$ cat src/rtl/sd_card_cmd_responder_if.sv
// Card-side SD SPI command/response line bundle plus decoded-frame outputs.
// master: host/bench side (drives i_cmd_in); slave: card side (drives the rest).
interface sd_card_cmd_responder_if;
   logic        i_cmd_in;
   logic        o_resp;
   logic        o_resp_oe;
   logic        o_cmd_valid;
   logic [5:0]  o_cmd_index;
   logic [31:0] o_cmd_arg;
   logic        o_in_idle;
   logic        o_frame_err;

   modport master (
      output i_cmd_in,
      input  o_resp, o_resp_oe, o_cmd_valid, o_cmd_index,
      input  o_cmd_arg, o_in_idle, o_frame_err
   );

   modport slave (
      input  i_cmd_in,
      output o_resp, o_resp_oe, o_cmd_valid, o_cmd_index,
      output o_cmd_arg, o_in_idle, o_frame_err
   );
endinterface

$ cat src/rtl/sd_card_cmd_responder.sv
// SD SPI-mode card command responder: receives 48-bit frames, answers R1/R3.
// Ports: i_clk, i_rst (sync active-high), bus (slave: i_cmd_in in; o_resp,
// o_resp_oe, o_cmd_valid, o_cmd_index, o_cmd_arg, o_in_idle, o_frame_err out).
// Option: define SD_CARD_RESP_CRC_CHECK_EN to check the frame CRC7.
module sd_card_cmd_responder #(
   parameter int unsigned NCR_BITS     = 8,
   parameter logic [31:0] OCR_VALUE    = 32'h80FF8000,
   parameter int unsigned ACMD41_COUNT = 1
) (
   input  logic                  i_clk,
   input  logic                  i_rst,
   sd_card_cmd_responder_if.slave bus
);

   typedef enum logic [2:0] {
      IDLE, RX, NCR, TX_R1, TX_OCR
   } state_t;

   state_t      state_q, state_d;
   logic [6:0]  cnt_q, cnt_d;
   logic [46:0] sh_q, sh_d;
   logic [39:0] tx_q, tx_d;
   logic        ocr_q, ocr_d;
   logic        resp_q, resp_d;
   logic        oe_q, oe_d;
   logic        valid_q, valid_d;
   logic        ferr_q, ferr_d;
   logic        idle_q, idle_d;
   logic        app_q, app_d;
   logic [5:0]  idx_q, idx_d;
   logic [31:0] arg_q, arg_d;
   logic [7:0]  a41_q, a41_d;

   // Frame fields once all 47 post-start bits are in sh_q
   logic [5:0]  f_idx;
   logic [31:0] f_arg;
   logic        frame_ok;
   logic        crc_bad;

   assign f_idx    = sh_q[45:40];
   assign f_arg    = sh_q[39:8];
   assign frame_ok = sh_q[46] & sh_q[0];

`ifdef SD_CARD_RESP_CRC_CHECK_EN
   function automatic logic [6:0] crc7(input logic [39:0] d);
      logic [6:0] c;
      logic       fb;
      c = '0;
      for (int i = 39; i >= 0; i--) begin
         fb = c[6] ^ d[i];
         c  = {c[5:0], 1'b0};
         if (fb) c = c ^ 7'h09;
      end
      return c;
   endfunction

   // Start bit is always 0, so it is re-inserted rather than stored
   assign crc_bad = crc7({1'b0, sh_q[46:8]}) != sh_q[7:1];
`else
   logic unused_crc;
   assign unused_crc = ^sh_q[7:1];
   assign crc_bad    = 1'b0;
`endif

   // Effect of the received command on card state, and its R1 flags
   logic       e_idle, e_app, e_ill, e_ocr;
   logic [7:0] e_a41;
   logic [7:0] r1;

   always_comb begin
      e_idle = idle_q;
      e_app  = 1'b0;
      e_ill  = 1'b0;
      e_ocr  = 1'b0;
      e_a41  = a41_q;
      if (!crc_bad) begin
         unique case (f_idx)
            6'd0: begin
               e_idle = 1'b1;
               e_a41  = '0;
            end
            6'd16, 6'd17, 6'd24: ;
            6'd55: e_app = 1'b1;
            6'd41: begin
               if (app_q) begin
                  if (a41_q != 8'hFF) e_a41 = a41_q + 8'd1;
                  if (e_a41 >= 8'(ACMD41_COUNT)) e_idle = 1'b0;
               end else begin
                  e_ill = 1'b1;
               end
            end
            6'd58: e_ocr = 1'b1;
            default: e_ill = 1'b1;
         endcase
      end
      r1 = {4'b0000, crc_bad, e_ill, 1'b0, e_idle};
   end

   always_comb begin
      state_d = state_q;
      cnt_d   = cnt_q;
      sh_d    = sh_q;
      tx_d    = tx_q;
      ocr_d   = ocr_q;
      resp_d  = resp_q;
      oe_d    = oe_q;
      valid_d = 1'b0;
      ferr_d  = 1'b0;
      idle_d  = idle_q;
      app_d   = app_q;
      idx_d   = idx_q;
      arg_d   = arg_q;
      a41_d   = a41_q;
      unique case (state_q)
         IDLE: begin
            if (!bus.i_cmd_in) begin
               state_d = RX;
               cnt_d   = 7'd1;
            end
         end
         RX: begin
            if (cnt_q == 7'd48) begin
               if (frame_ok) begin
                  valid_d = 1'b1;
                  idx_d   = f_idx;
                  arg_d   = f_arg;
                  idle_d  = e_idle;
                  app_d   = e_app;
                  a41_d   = e_a41;
                  tx_d    = {r1, OCR_VALUE};
                  ocr_d   = e_ocr;
                  oe_d    = 1'b1;
                  resp_d  = 1'b1;
                  cnt_d   = 7'd1;
                  state_d = NCR;
               end else begin
                  ferr_d  = 1'b1;
                  state_d = IDLE;
               end
            end else begin
               sh_d  = {sh_q[45:0], bus.i_cmd_in};
               cnt_d = cnt_q + 7'd1;
            end
         end
         NCR: begin
            if (cnt_q == 7'(NCR_BITS)) begin
               state_d = TX_R1;
               resp_d  = tx_q[39];
               tx_d    = {tx_q[38:0], 1'b1};
               cnt_d   = 7'd1;
            end else begin
               cnt_d = cnt_q + 7'd1;
            end
         end
         TX_R1: begin
            if (cnt_q == 7'd8) begin
               if (ocr_q) begin
                  state_d = TX_OCR;
                  resp_d  = tx_q[39];
                  tx_d    = {tx_q[38:0], 1'b1};
                  cnt_d   = 7'd1;
               end else begin
                  state_d = IDLE;
                  oe_d    = 1'b0;
                  resp_d  = 1'b1;
               end
            end else begin
               resp_d = tx_q[39];
               tx_d   = {tx_q[38:0], 1'b1};
               cnt_d  = cnt_q + 7'd1;
            end
         end
         TX_OCR: begin
            if (cnt_q == 7'd32) begin
               state_d = IDLE;
               oe_d    = 1'b0;
               resp_d  = 1'b1;
            end else begin
               resp_d = tx_q[39];
               tx_d   = {tx_q[38:0], 1'b1};
               cnt_d  = cnt_q + 7'd1;
            end
         end
         default: state_d = IDLE;
      endcase
   end

   always_ff @(posedge i_clk) begin
      if (i_rst) begin
         state_q <= IDLE;
         cnt_q   <= '0;
         sh_q    <= '0;
         tx_q    <= '0;
         ocr_q   <= 1'b0;
         resp_q  <= 1'b1;
         oe_q    <= 1'b0;
         valid_q <= 1'b0;
         ferr_q  <= 1'b0;
         idle_q  <= 1'b1;
         app_q   <= 1'b0;
         idx_q   <= '0;
         arg_q   <= '0;
         a41_q   <= '0;
      end else begin
         state_q <= state_d;
         cnt_q   <= cnt_d;
         sh_q    <= sh_d;
         tx_q    <= tx_d;
         ocr_q   <= ocr_d;
         resp_q  <= resp_d;
         oe_q    <= oe_d;
         valid_q <= valid_d;
         ferr_q  <= ferr_d;
         idle_q  <= idle_d;
         app_q   <= app_d;
         idx_q   <= idx_d;
         arg_q   <= arg_d;
         a41_q   <= a41_d;
      end
   end

   assign bus.o_resp      = resp_q;
   assign bus.o_resp_oe   = oe_q;
   assign bus.o_cmd_valid = valid_q;
   assign bus.o_cmd_index = idx_q;
   assign bus.o_cmd_arg   = arg_q;
   assign bus.o_in_idle   = idle_q;
   assign bus.o_frame_err = ferr_q;

endmodule
$ cat src/flat_wrapper.sv
// flat-port wrapper written by rule: the top's interface ports become plain ports
module sd_card_cmd_responder_flat 
#(
   parameter int unsigned NCR_BITS     = 8,
   parameter logic [31:0] OCR_VALUE    = 32'h80FF8000,
   parameter int unsigned ACMD41_COUNT = 1
)
  (i_clk, i_rst, bus_i_cmd_in, bus_o_resp, bus_o_resp_oe, bus_o_cmd_valid, bus_o_cmd_index, bus_o_cmd_arg, bus_o_in_idle, bus_o_frame_err);
  sd_card_cmd_responder_if bus_i ();
  input  logic i_clk;
  input  logic i_rst;
  input wire logic [$bits(bus_i.i_cmd_in)-1:0] bus_i_cmd_in;
  output wire logic [$bits(bus_i.o_resp)-1:0] bus_o_resp;
  output wire logic [$bits(bus_i.o_resp_oe)-1:0] bus_o_resp_oe;
  output wire logic [$bits(bus_i.o_cmd_valid)-1:0] bus_o_cmd_valid;
  output wire logic [$bits(bus_i.o_cmd_index)-1:0] bus_o_cmd_index;
  output wire logic [$bits(bus_i.o_cmd_arg)-1:0] bus_o_cmd_arg;
  output wire logic [$bits(bus_i.o_in_idle)-1:0] bus_o_in_idle;
  output wire logic [$bits(bus_i.o_frame_err)-1:0] bus_o_frame_err;
  assign bus_i.i_cmd_in = bus_i_cmd_in;
  assign bus_o_resp = bus_i.o_resp;
  assign bus_o_resp_oe = bus_i.o_resp_oe;
  assign bus_o_cmd_valid = bus_i.o_cmd_valid;
  assign bus_o_cmd_index = bus_i.o_cmd_index;
  assign bus_o_cmd_arg = bus_i.o_cmd_arg;
  assign bus_o_in_idle = bus_i.o_in_idle;
  assign bus_o_frame_err = bus_i.o_frame_err;
  sd_card_cmd_responder #(.NCR_BITS(NCR_BITS), .OCR_VALUE(OCR_VALUE), .ACMD41_COUNT(ACMD41_COUNT)) u_core (.i_clk(i_clk), .i_rst(i_rst), .bus(bus_i));
endmodule
$ cat config.mk
export PLATFORM = sky130hd
export DESIGN_NAME = sd_card_cmd_responder_flat
export DESIGN_NICKNAME = d
export VERILOG_FILES = /design/src/rtl/sd_card_cmd_responder_if.sv /design/src/rtl/sd_card_cmd_responder.sv /design/src/flat_wrapper.sv
export SDC_FILE = /design/constraint.sdc
export NUM_CORES = 1
export LEC_CHECK = 0
export ABC_AREA = 1
export BUFFER_PORTS_ARGS = -buffer_cell sky130_fd_sc_hd__buf_4
export CORE_MARGIN = 1.5
export CORE_UTILIZATION = 49
export CTS_CLUSTER_SIZE = 20
export DETAILED_ROUTE_END_ITERATION = 6
export PLACE_DENSITY_LB_ADDON = 0.15
export SKIP_LAST_GASP = 1
export SLEW_MARGIN = 20
export SYNTH_ARGS = -nofsm -noshare
export SYNTH_HDL_FRONTEND = slang
export SYNTH_SLANG_ARGS = --single-unit
$ cat constraint.sdc
create_clock -name i_clk -period 3.2 [get_ports i_clk]
set_clock_uncertainty 0.05 [all_clocks]
set_input_delay 0.32 -clock i_clk [delete_from_list [all_inputs] [get_ports i_clk]]
set_output_delay 0.32 -clock i_clk [all_outputs]
set_load 0.05 [all_outputs]
== Word-level counts from Yosys, hierarchy flattened ==
Index checks and enable logic that the tools add are counted.

* Register bits after elaboration: 150
* Bits in latches: 0
* Memory bits (read-only): 0
* Memories: 0
* Output and inout port bits: 43
* Word-level logic and storage cells: 109
* Input bits: 3
* Bits in writable memories: 0

* Order comparisons: 1
* Add/sub/neg operators: 2
* Equal/unequal tests: 25
* Reductions and logical operators: 16
* Shift-type cells: 0
* $mul: 0
* Bitwise gates (word level): 3
* Div/mod/pow operators: 0
* Multiplexer cells: 48

{| class="wikitable"
|+ Operator list
! operator !! number
|-
| two-way mux 40 bit || 6
|-
| one-hot mux 40 bit (4 select lines) || 1
|-
| two-way mux 7 bit || 7
|-
| one-hot mux 7 bit (5 select lines) || 1
|-
| two-way mux 8 bit || 4
|-
| equality test 6 x 5 -> 1 bit, second input constant || 3
|-
| equality test 6 bit, second input constant || 3
|-
| two-way mux 3 bit || 6
|-
| two-way mux 1 bit || 16
|-
| one-hot mux 8 bit (2 select lines) || 1
|-
| one-hot mux 3 bit (5 select lines) || 1
|-
| AND reduction 5 bit || 3
|-
| equality test 7 x 6 -> 1 bit, second input constant || 2
|-
| != test 2 x 1 -> 1 bit, second input constant || 6
|-
| AND reduction 6 bit || 2
|-
| adder 8 x 1 -> 8 bit, second input constant || 1
|-
| >= comparator 8 x 1 -> 1 bit, second input constant || 1
|-
| != test 8 bit, second input constant || 1
|-
| adder 7 x 1 -> 7 bit, second input constant || 1
|-
| equality test 7 x 4 -> 1 bit, second input constant || 1
|-
| equality test 3 x 2 -> 1 bit, second input constant || 2
|-
| logical NOT 6 bit || 1
|-
| != test 2 bit, second input constant || 3
|-
| != test 3 x 2 -> 1 bit, second input constant || 2
|-
| other kinds (18) || 20
|}

== Depth between registers and ports, before layout ==
Gate-level depths: netlist of run 1.

* Depth in word-level cells: 11
* Depth in mapped cells: 14
* Gate-level depth less buffers: 14

== Worst setup path after synthesis of run 1 ==
No wires, ideal clock.

* Path type: reg-to-reg
* Start: register u_core.cnt_q[0]
* End: register u_core.cnt_q[2]
* Clock period less this slack: 1800 ps
* Path buffers: 0
* Data arrival time: 1632 ps
* Path slack: 1400 ps
* Setup time: 118 ps
* Cell stages (with the launch flop): 13
* Path through: dfxtp_1 -> inv_1 -> ha_1 -> nand4_1 -> nor3_1 -> nor2_1 -> inv_2 -> nor2_2 -> inv_2 -> nor2_1 -> nor2_1 -> nand2_1 -> nor2_1

* Cells in the longest elaborated chain, start to end: 3
* Elaborated cells on any way between the ends: 13
* Classes of those cells: add/sub (1); eq/ne (6); mux (5); reduce/logical (1)

{| class="wikitable"
|+ RTL lines
! what !! RTL line !! source
|-
| start: declaration || sd_card_cmd_responder.sv:20 || <nowiki>logic [6:0] cnt_q, cnt_d;</nowiki>
|-
| start signal: assignment || sd_card_cmd_responder.sv:206 || <nowiki>cnt_q <= cnt_d;</nowiki>
|-
| adder 7 x 1 -> 7 bit (tied with other cells) || n/a ||
|-
| two-way mux 7 bit (tied with other cells) || sd_card_cmd_responder.sv:174 || <nowiki>if (cnt_q == 7'd32) begin</nowiki>
|-
| one-hot mux 7 bit (5 select lines) / AND reduction 5 bit (equally long branches) || n/a ||
|}

Several ways; a longest one is shown, not always the timed one. The select of a mux whose other input is x is not followed.
A chain may end at the register's enable or synchronous reset.

== Worst setup path in the final report of run 1 ==
* Start: register u_core.cnt_q[0]
* End: register u_core.tx_q[17]

* Cells in the longest elaborated chain, start to end: 3
* Elaborated cells on any way between the ends: 10
* Classes of those cells: eq/ne (7); mux (2); reduce/logical (1)

{| class="wikitable"
|+ RTL lines
! what !! RTL line !! source
|-
| equality test 7 x 4 -> 1 bit (tied with other cells) || sd_card_cmd_responder.sv:146, sd_card_cmd_responder.sv:156 ||
|-
| != test 3 x 2 -> 1 bit (no line) (tied with other cells) || n/a ||
|-
| AND reduction 6 bit (no line) / one-hot mux 40 bit (4 select lines) (equally long branches) || n/a ||
|-
| end signal: assignment || sd_card_cmd_responder.sv:208 || <nowiki>tx_q <= tx_d;</nowiki>
|-
| end: declaration || sd_card_cmd_responder.sv:22 || <nowiki>logic [39:0] tx_q, tx_d;</nowiki>
|}

Several ways; a longest one is shown, not always the timed one.

==> impl_metrics.toml, run 1 <==
[run_status]
run_status = "complete, but fails checks"
violations = "DRC"

[global_routing]
globalRouteTotalUtil_pct = 20.3
grt_overflow = 0
grt_start_max_net_pins = 60
number_of_antenna_violations_at_the_first_check_in_global_routing = 0
grt_pass1_wl_microns = 21000
grt_pass1_vias = 4708

[final_layout]
ratio_of_cells_with_drive_above_1_in_the_final_layout_pct = 12.3
most-common-layout-cells = "197 x nor2_1, 150 x dfxtp_1, 121 x nand2_1"
utilization_after_layout_pct = 59.0
area_growth_syn_to_layout_pct = 16.3
nFillCells = 1056
layout_commonest_cell = "nor2_1"
finish.cell_count_without_fillers = 971
nNetsFinal = 825
diodes = 0

[sta]
setup_tns_ps = 0
worst_pin_slew_ps = 598
maxSlewViolCount = 0
timing.fmax_ghz = 0.410
final-hold-violation-count = 0
relative_slew_margins_pct = 60.1
final_critical_path_share_of_the_clock_period_pct = 76.2
finalWorstPathRequiredPeriod_ps = 2440
setup_viol = 0
fin_hold_ws_ps = 185
rsz0062_at_grt = "no"

[floorplanning]
die-width_microns = 112
num_io_pins = 46
start_util_pct = 50.8
die-area_sq_mm = 0.0126
dieHeight_microns = 112
area_of_the_core_sq_mm = 0.0116
fp-row-count = 39

[critical_path]
max_stage_delay_ps = 390
critical_path.endpoint_type = "flop"
critical_path.cell_chain = "inv_1 > ha_1 > nand4_1 > nand2_1 > nand2_2 > nor3_4 > nand2_4 > nor2_8 > inv_2 > nor2_1 > nor2_1"
crit_fanout = 33
worst-endpoint-arrival_ps = 2690
cp-start-kind = "flop"
worst_setup_path_startpoint = "u_core.cnt_q[0]$_SDFFE_PP0P_"
timing.critical_path.slowest_stage_cell = "nor2_8"
critPathMostFrequentCell = "nor2_1"
worst-endpoint-required_ps = 3450
critPathKind = "reg -> reg"
regToRegStartpoint = "u_core.cnt_q[0]$_SDFFE_PP0P_"

[clocking]
cts.reportedPaths.clkPinSlew_ps = 60
numClockSinks = 150
postCtsHoldBufs = 0
cts_root_buffer = "clkbuf_16"
h_tree_lvls = 4
worst_skew_pair_latency_ps = 410
setup_fix_buffers_added_after_clock_tree_synthesis = 0
numCtsBuffers = 17
tritoncts = "done"
cts-root-to-sink-buffers = 2
post_cts_resized = 0

[power_and_ir_drop]
net_switching_power_mw = 2.04
vdd_drop_max_uv = 529
power.share.combinational_pct = 26.5
cellLeakagePower_nw = 2.70
switching_share_pct = 34.4
clkPwrFrac_pct = 32.8
pwr-share-seq_pct = 40.7
cell_internal_pwr_mw = 3.89
cellPowerDensity_mw_per_mm2 = 868

[drt]
vias = 5059
drc = 1
postRouteWirelength_microns = 12100
drt_iter0_drc = 381
router_iterations_before_antenna_repair = 7
final_antenna_net_count = 0
drt-vias-per-instance = 5.21
drt-wirelength-per-cell_microns = 12.4

[place]
globalplace.congestion = 0.876
place.port_buffers = 45
placed_cells = 943
dp_hpwl_microns = 7840

[synth]
syn_nets = 797
syn_avg_cell_area_sq_um = 7.42
unique_masters_post_synth = 33
synth_cells = 791
synth-seq-cells = 150
synth-seq-area-share_pct = 51.2
yosysWarningCount = 0
netlist_area_sq_mm = 0.00587

[flow_run]
cap_viol_max_count = 0

[worst_hold_path]
timing.hold.worst.start = "bus_i_cmd_in"
hold_path.class = "in -> reg"
-- critical path: cells and delay by family, from the launching register on --
kind / cells / cell delay (ps)
buf+inv: 2 / 240
fa+ha+maj: 1 / 200
simple gates: 8 / 1500
flops: 1 / 340
-- final timing paths --
check	slack, ps	cells past startpoint	end
max	760	11	u_core.tx_q[17]$_SDFFE_PP0P_
min	190	3	u_core.sh_q[0]$_SDFFE_PP0P_
max reg2reg	760	11	u_core.tx_q[17]$_SDFFE_PP0P_
min reg2reg	400	2	u_core.tx_q[25]$_SDFFE_PP0P_
-- through the flow --
stage	instance area [sq um]	total power, mW	setup slack (ps)
5_1_grt	6830	6.32	497
6_report	6830	5.93	760
3_3_place_gp	6250	3.94	937
3_5_place_dp	6250	4.00	791
4_1_cts	6830	5.97	759
2_1_floorplan	5870	3.72	1400
-- synthesized netlist by cell type --
| cell type | count | area (sq um) |
|---|---|---|
| a211oi_1 | 2 | 15.0 |
| a21oi_1 | 65 | 325 |
| a31oi_1 | 1 | 6.26 |
| a41oi_1 | 1 | 8.76 |
| buf_1 | 3 | 11.3 |
| buf_2 | 3 | 15.0 |
| buf_6 | 4 | 45.0 |
| clkbuf_1 | 32 | 120 |
| clkinv_1 | 1 | 3.75 |
| dfxtp_1 | 150 | 3000 |
| ha_1 | 3 | 37.5 |
| inv_1 | 31 | 116 |
| inv_2 | 10 | 37.5 |
| nand2_1 | 121 | 454 |
| nand2_2 | 5 | 31.3 |
| nand2_4 | 1 | 11.3 |
| nand3_1 | 23 | 115 |
| nand3_2 | 1 | 10.0 |
| nand3b_1 | 1 | 7.51 |
| nand4_1 | 8 | 50.1 |
| nand4_2 | 1 | 12.5 |
| nor2_1 | 197 | 739 |
| nor2_2 | 4 | 25.0 |
| nor2_8 | 1 | 20.0 |
| nor3_1 | 7 | 35.0 |
| nor3_4 | 1 | 16.3 |
| nor4_1 | 3 | 18.8 |
| o21ai_0 | 94 | 470 |
| o21ai_1 | 10 | 50.1 |
| o21bai_1 | 2 | 15.0 |
| o31ai_1 | 1 | 7.51 |
| xnor2_1 | 1 | 8.76 |
| xor2_1 | 3 | 26.3 |
-- kinds of logic (layout without fill, tap and decap cells) --
kind of cell / after synthesis / count (layout) / synth area share, %
XOR/XNOR: 4 / 4 / 0.597
flip-flops: 150 / 150 / 51.2
AO/OA/AOI/OAI: 176 / 176 / 15.3
adder cells (fa/ha/maj): 3 / 3 / 0.640
buffers and inverters: 84 / 121 / 5.95
AND/OR/NAND/NOR: 374 / 374 / 26.3
-- power groups by stage --
stage / combinational [mW] / clock (mW) / sequential (mW)
3_3_place_gp: 1.51 / 0 / 2.43
3_5_place_dp: 1.56 / 0 / 2.44
4_1_cts: 1.58 / 1.99 / 2.41
5_1_grt: 1.80 / 2.07 / 2.45
2_1_floorplan: 1.30 / 0 / 2.42
6_report: 1.57 / 1.94 / 2.41
-- layout make-up --
type	count	area [sq um]	area share [%]
tap	143	179	2.62
multi-input combinational	557	2520	36.9
clock inverter	8	128	1.87
timing repair buffer	51	395	5.79
sequential	150	3000	44.0
inverter	42	158	2.31
clock buffer	20	447	6.54
-- registers in the layout (all words and copies together), names as in the netlist --
register                cells
u_core.sh_q                47
u_core.bus.o_resp           1
u_core.tx_q                40
u_core.cnt_q                7
u_core.bus.o_cmd_arg       32
u_core.ocr_q                1
u_core.bus.o_in_idle        1
u_core.a41_q                8
u_core.bus.o_resp_oe        1
u_core.bus.o_cmd_valid      1
u_core.bus.o_cmd_index      6
u_core.bus.o_frame_err      1
u_core.app_q                1
u_core.state_q              3
-- metal layers --
metal,vias to the layer above,part of all wire [%],track usage (%)
li1,2616,-,-
met1,2319,47,24.6
met2,104,46,33.8
met3,20,4.9,5.83
met4,0,1.9,8.61
met5,-,0,0
Power figures use the tool's default switching activity.
==> run 2: changes to the inputs <==
==> constraint.sdc (replaced) <==
create_clock -name i_clk -period 2.15 [get_ports i_clk]
set_clock_uncertainty 0.05 [all_clocks]
set_input_delay 0.215 -clock i_clk [delete_from_list [all_inputs] [get_ports i_clk]]
set_output_delay 0.215 -clock i_clk [all_outputs]
set_load 0.05 [all_outputs]
==> run 2 against run 1 <==
Critical endpoint is now u_core.tx_q[33]$_SDFFE_PP0P_. Power is 55% higher. First-iteration DRC count down 39%. Routed wire length up 5.2%. Largest power group unchanged. Combinational power grew 74%. Largest cell class unchanged. Global-route usage grew 0.73 points. Critical path type unchanged. Highest routed layer unchanged. The flow now finishes without violations. Cell count is 1.8% higher. Sequential share of layout area shrank 1.3 points. Via count grew 0.65%. Cell area is 3.1% higher.
==> impl_metrics.toml, run 2 (synthesis gave the netlist of run 1 again) <==
[critical_path]
critical_path.cell_chain = "inv_1 > ha_4 > nand4_1 > nand2_1 > nand2_2 > nor3_4 > nand2_4 > nor2_8 > clkbuf_16 > nand2_1 > a21oi_1"
worst-endpoint-arrival_ps = 2330
max_stage_delay_ps = 340
cp-start-kind = "flop"
critical_path.endpoint_type = "flop"
regToRegStartpoint = "u_core.cnt_q[1]$_SDFFE_PP0P_"
rr_worst_depth = 11
timing.critical_path.slowest_stage_cell = "dfxtp_1"
worst-endpoint-required_ps = 2440
ff2ff_setup_slack_ps = 110
crit_fanout = 8
worst_r2r_endpoint = "u_core.tx_q[33]$_SDFFE_PP0P_"
critPathKind = "reg -> reg"
crit_buf_inv = 2
critical_path.top_delay_family = "simple AND/OR/NAND/NOR gates"
critPathMostFrequentCell = "nand2_1"

[sta]
setup_viol = 0
rsz0062_at_grt = "yes"
finalWorstPathRequiredPeriod_ps = 2040
relative_slew_margins_pct = 66.0
final_critical_path_share_of_the_clock_period_pct = 94.8
maxSlewViolCount = 0
final-hold-violation-count = 0
timing.fmax_ghz = 0.490
worst_pin_slew_ps = 510
setup_tns_ps = 0

[place]
place.port_buffers = 45
placement.cell_area_sq_mm = 0.00634
globalplace.congestion = 0.875
dp_hpwl_microns = 8050

[final_layout]
ratio_of_cells_with_drive_above_1_in_the_final_layout_pct = 15.4
nNetsFinal = 839
most-common-layout-cells = "193 x nor2_1, 149 x dfxtp_1, 120 x nand2_1"
layout_commonest_cell = "nor2_1"
nFillCells = 1055
area_growth_syn_to_layout_pct = 19.9
largest_reg_flops = 47
multiInputGateArea_sq_mm = 0.00256
biggest_register = "u_core.sh_q"
area.sequential_sq_mm = 0.00300
stdcell_area_sq_mm = 0.00704
diodes = 0

[power_and_ir_drop]
vdd_drop_max_uv = 657
cellPowerDensity_mw_per_mm2 = 1310
cellLeakagePower_nw = 2.79
power_mw = 9.21

[drt]
vias = 5092
postRouteWirelength_microns = 12700
router_iterations_before_antenna_repair = 6
drt-wirelength-per-cell_microns = 12.8
final_antenna_net_count = 0
drt-vias-per-instance = 5.15
drt_iter0_drc = 233
drc = 0

[clocking]
worst_skew_pair_latency_ps = 420
tritoncts = "done"
cts.reportedPaths.clkPinSlew_ps = 60
cts-root-to-sink-buffers = 2
postCtsHoldBufs = 0
cts_root_buffer = "clkbuf_16"
h_tree_lvls = 4
numCtsBuffers = 17
numClockSinks = 150

[global_routing]
grt_start_max_net_pins = 59
grt_overflow = 0
grt_pass1_vias = 4764
number_of_antenna_violations_at_the_first_check_in_global_routing = 0
grt_pass1_wl_microns = 21600
globalRouteTotalUtil_pct = 21.0

[worst_hold_path]
hold_path.class = "in -> reg"
timing.hold.worst.start = "bus_i_cmd_in"
whs_path_depth = 3
timing.hold.worst_endpoint = "u_core.sh_q[0]$_SDFFE_PP0P_"

[floorplanning]
num_io_pins = 46
fp-row-count = 39
die-width_microns = 112
die-area_sq_mm = 0.0126
area_of_the_core_sq_mm = 0.0116
start_util_pct = 50.8
dieHeight_microns = 112

[flow_run]
cap_viol_max_count = 0

[run_status]
run_status = "finished clean"
run 2: worst max path at each step:
stage / startpoint / to / slack (ps) / cells past startpoint
final: u_core.cnt_q[1]$_SDFFE_PP0P_ / u_core.tx_q[33]$_SDFFE_PP0P_ / 110 / 11
after global routing: u_core.cnt_q[1]$_SDFFE_PP0P_ / u_core.tx_q[28]$_SDFFE_PP0P_ / -40 / 11
after CTS: u_core.cnt_q[0]$_SDFFE_PP0P_ / u_core.tx_q[13]$_SDFFE_PP0P_ / 60 / 10
after detailed placement: u_core.cnt_q[0]$_SDFFE_PP0P_ / u_core.tx_q[13]$_SDFFE_PP0P_ / 80 / 10
after global placement: u_core.cnt_q[0]$_SDFFE_PP0P_ / u_core.tx_q[15]$_SDFFE_PP0P_ / 180 / 10
after floorplan: u_core.cnt_q[0]$_SDFFE_PP0P_ / u_core.cnt_q[2]$_SDFFE_PP0P_ / 350 / 12
run 2: worst min-delay path, stage by stage:
cell and delay, ps:
buf_4 90, o21ai_0 80, nor2_1 80
run 2: layer usage:
layer | GRT usage [%] | vias to the layer above | share of wire (%)
met5 | 0 | - | 0
met4 | 9.11 | 0 | 1.9
met3 | 5.13 | 20 | 4.1
met2 | 34.2 | 84 | 46
met1 | 26.7 | 2333 | 48
li1 | - | 2655 | -
run 2: final cells by class:
class,instances,area share [%]
sequential,150,42.7
multi-input combinational,558,36.4
timing repair buffer,64,7.89
clock buffer,20,6.35
tap,143,2.54
inverter,42,2.33
clock inverter,11,1.78
run 2: report_power, final:
group	switching, mW	internal (mW)	total [mW]
logic	1.76	0.972	2.73
clock network	1.15	1.74	2.88
registers	0.335	3.26	3.60
run 2: repair_timing:
item,CTS,global route
buffers inserted,0,5
gates resized for setup,0,16
setup endpoints to repair,0,37
hold endpoints to repair,0,0
run 2: per-stage QoR:
| step | cells | utilization, % | setup WS [ps] | hold WS (ps) |
|---|---|---|---|---|
| floorplan | 791 | - | 350 | 332 |
| CTS | 981 | 59.8 | 60.9 | 30.6 |
| global placement | 950 | 54.8 | 183 | 392 |
| global route | 988 | 60.8 | -43.9 | 43.2 |
| finish | 988 | 60.8 | 111 | 31.4 |
| detailed placement | 950 | 54.8 | 76.2 | 400 |
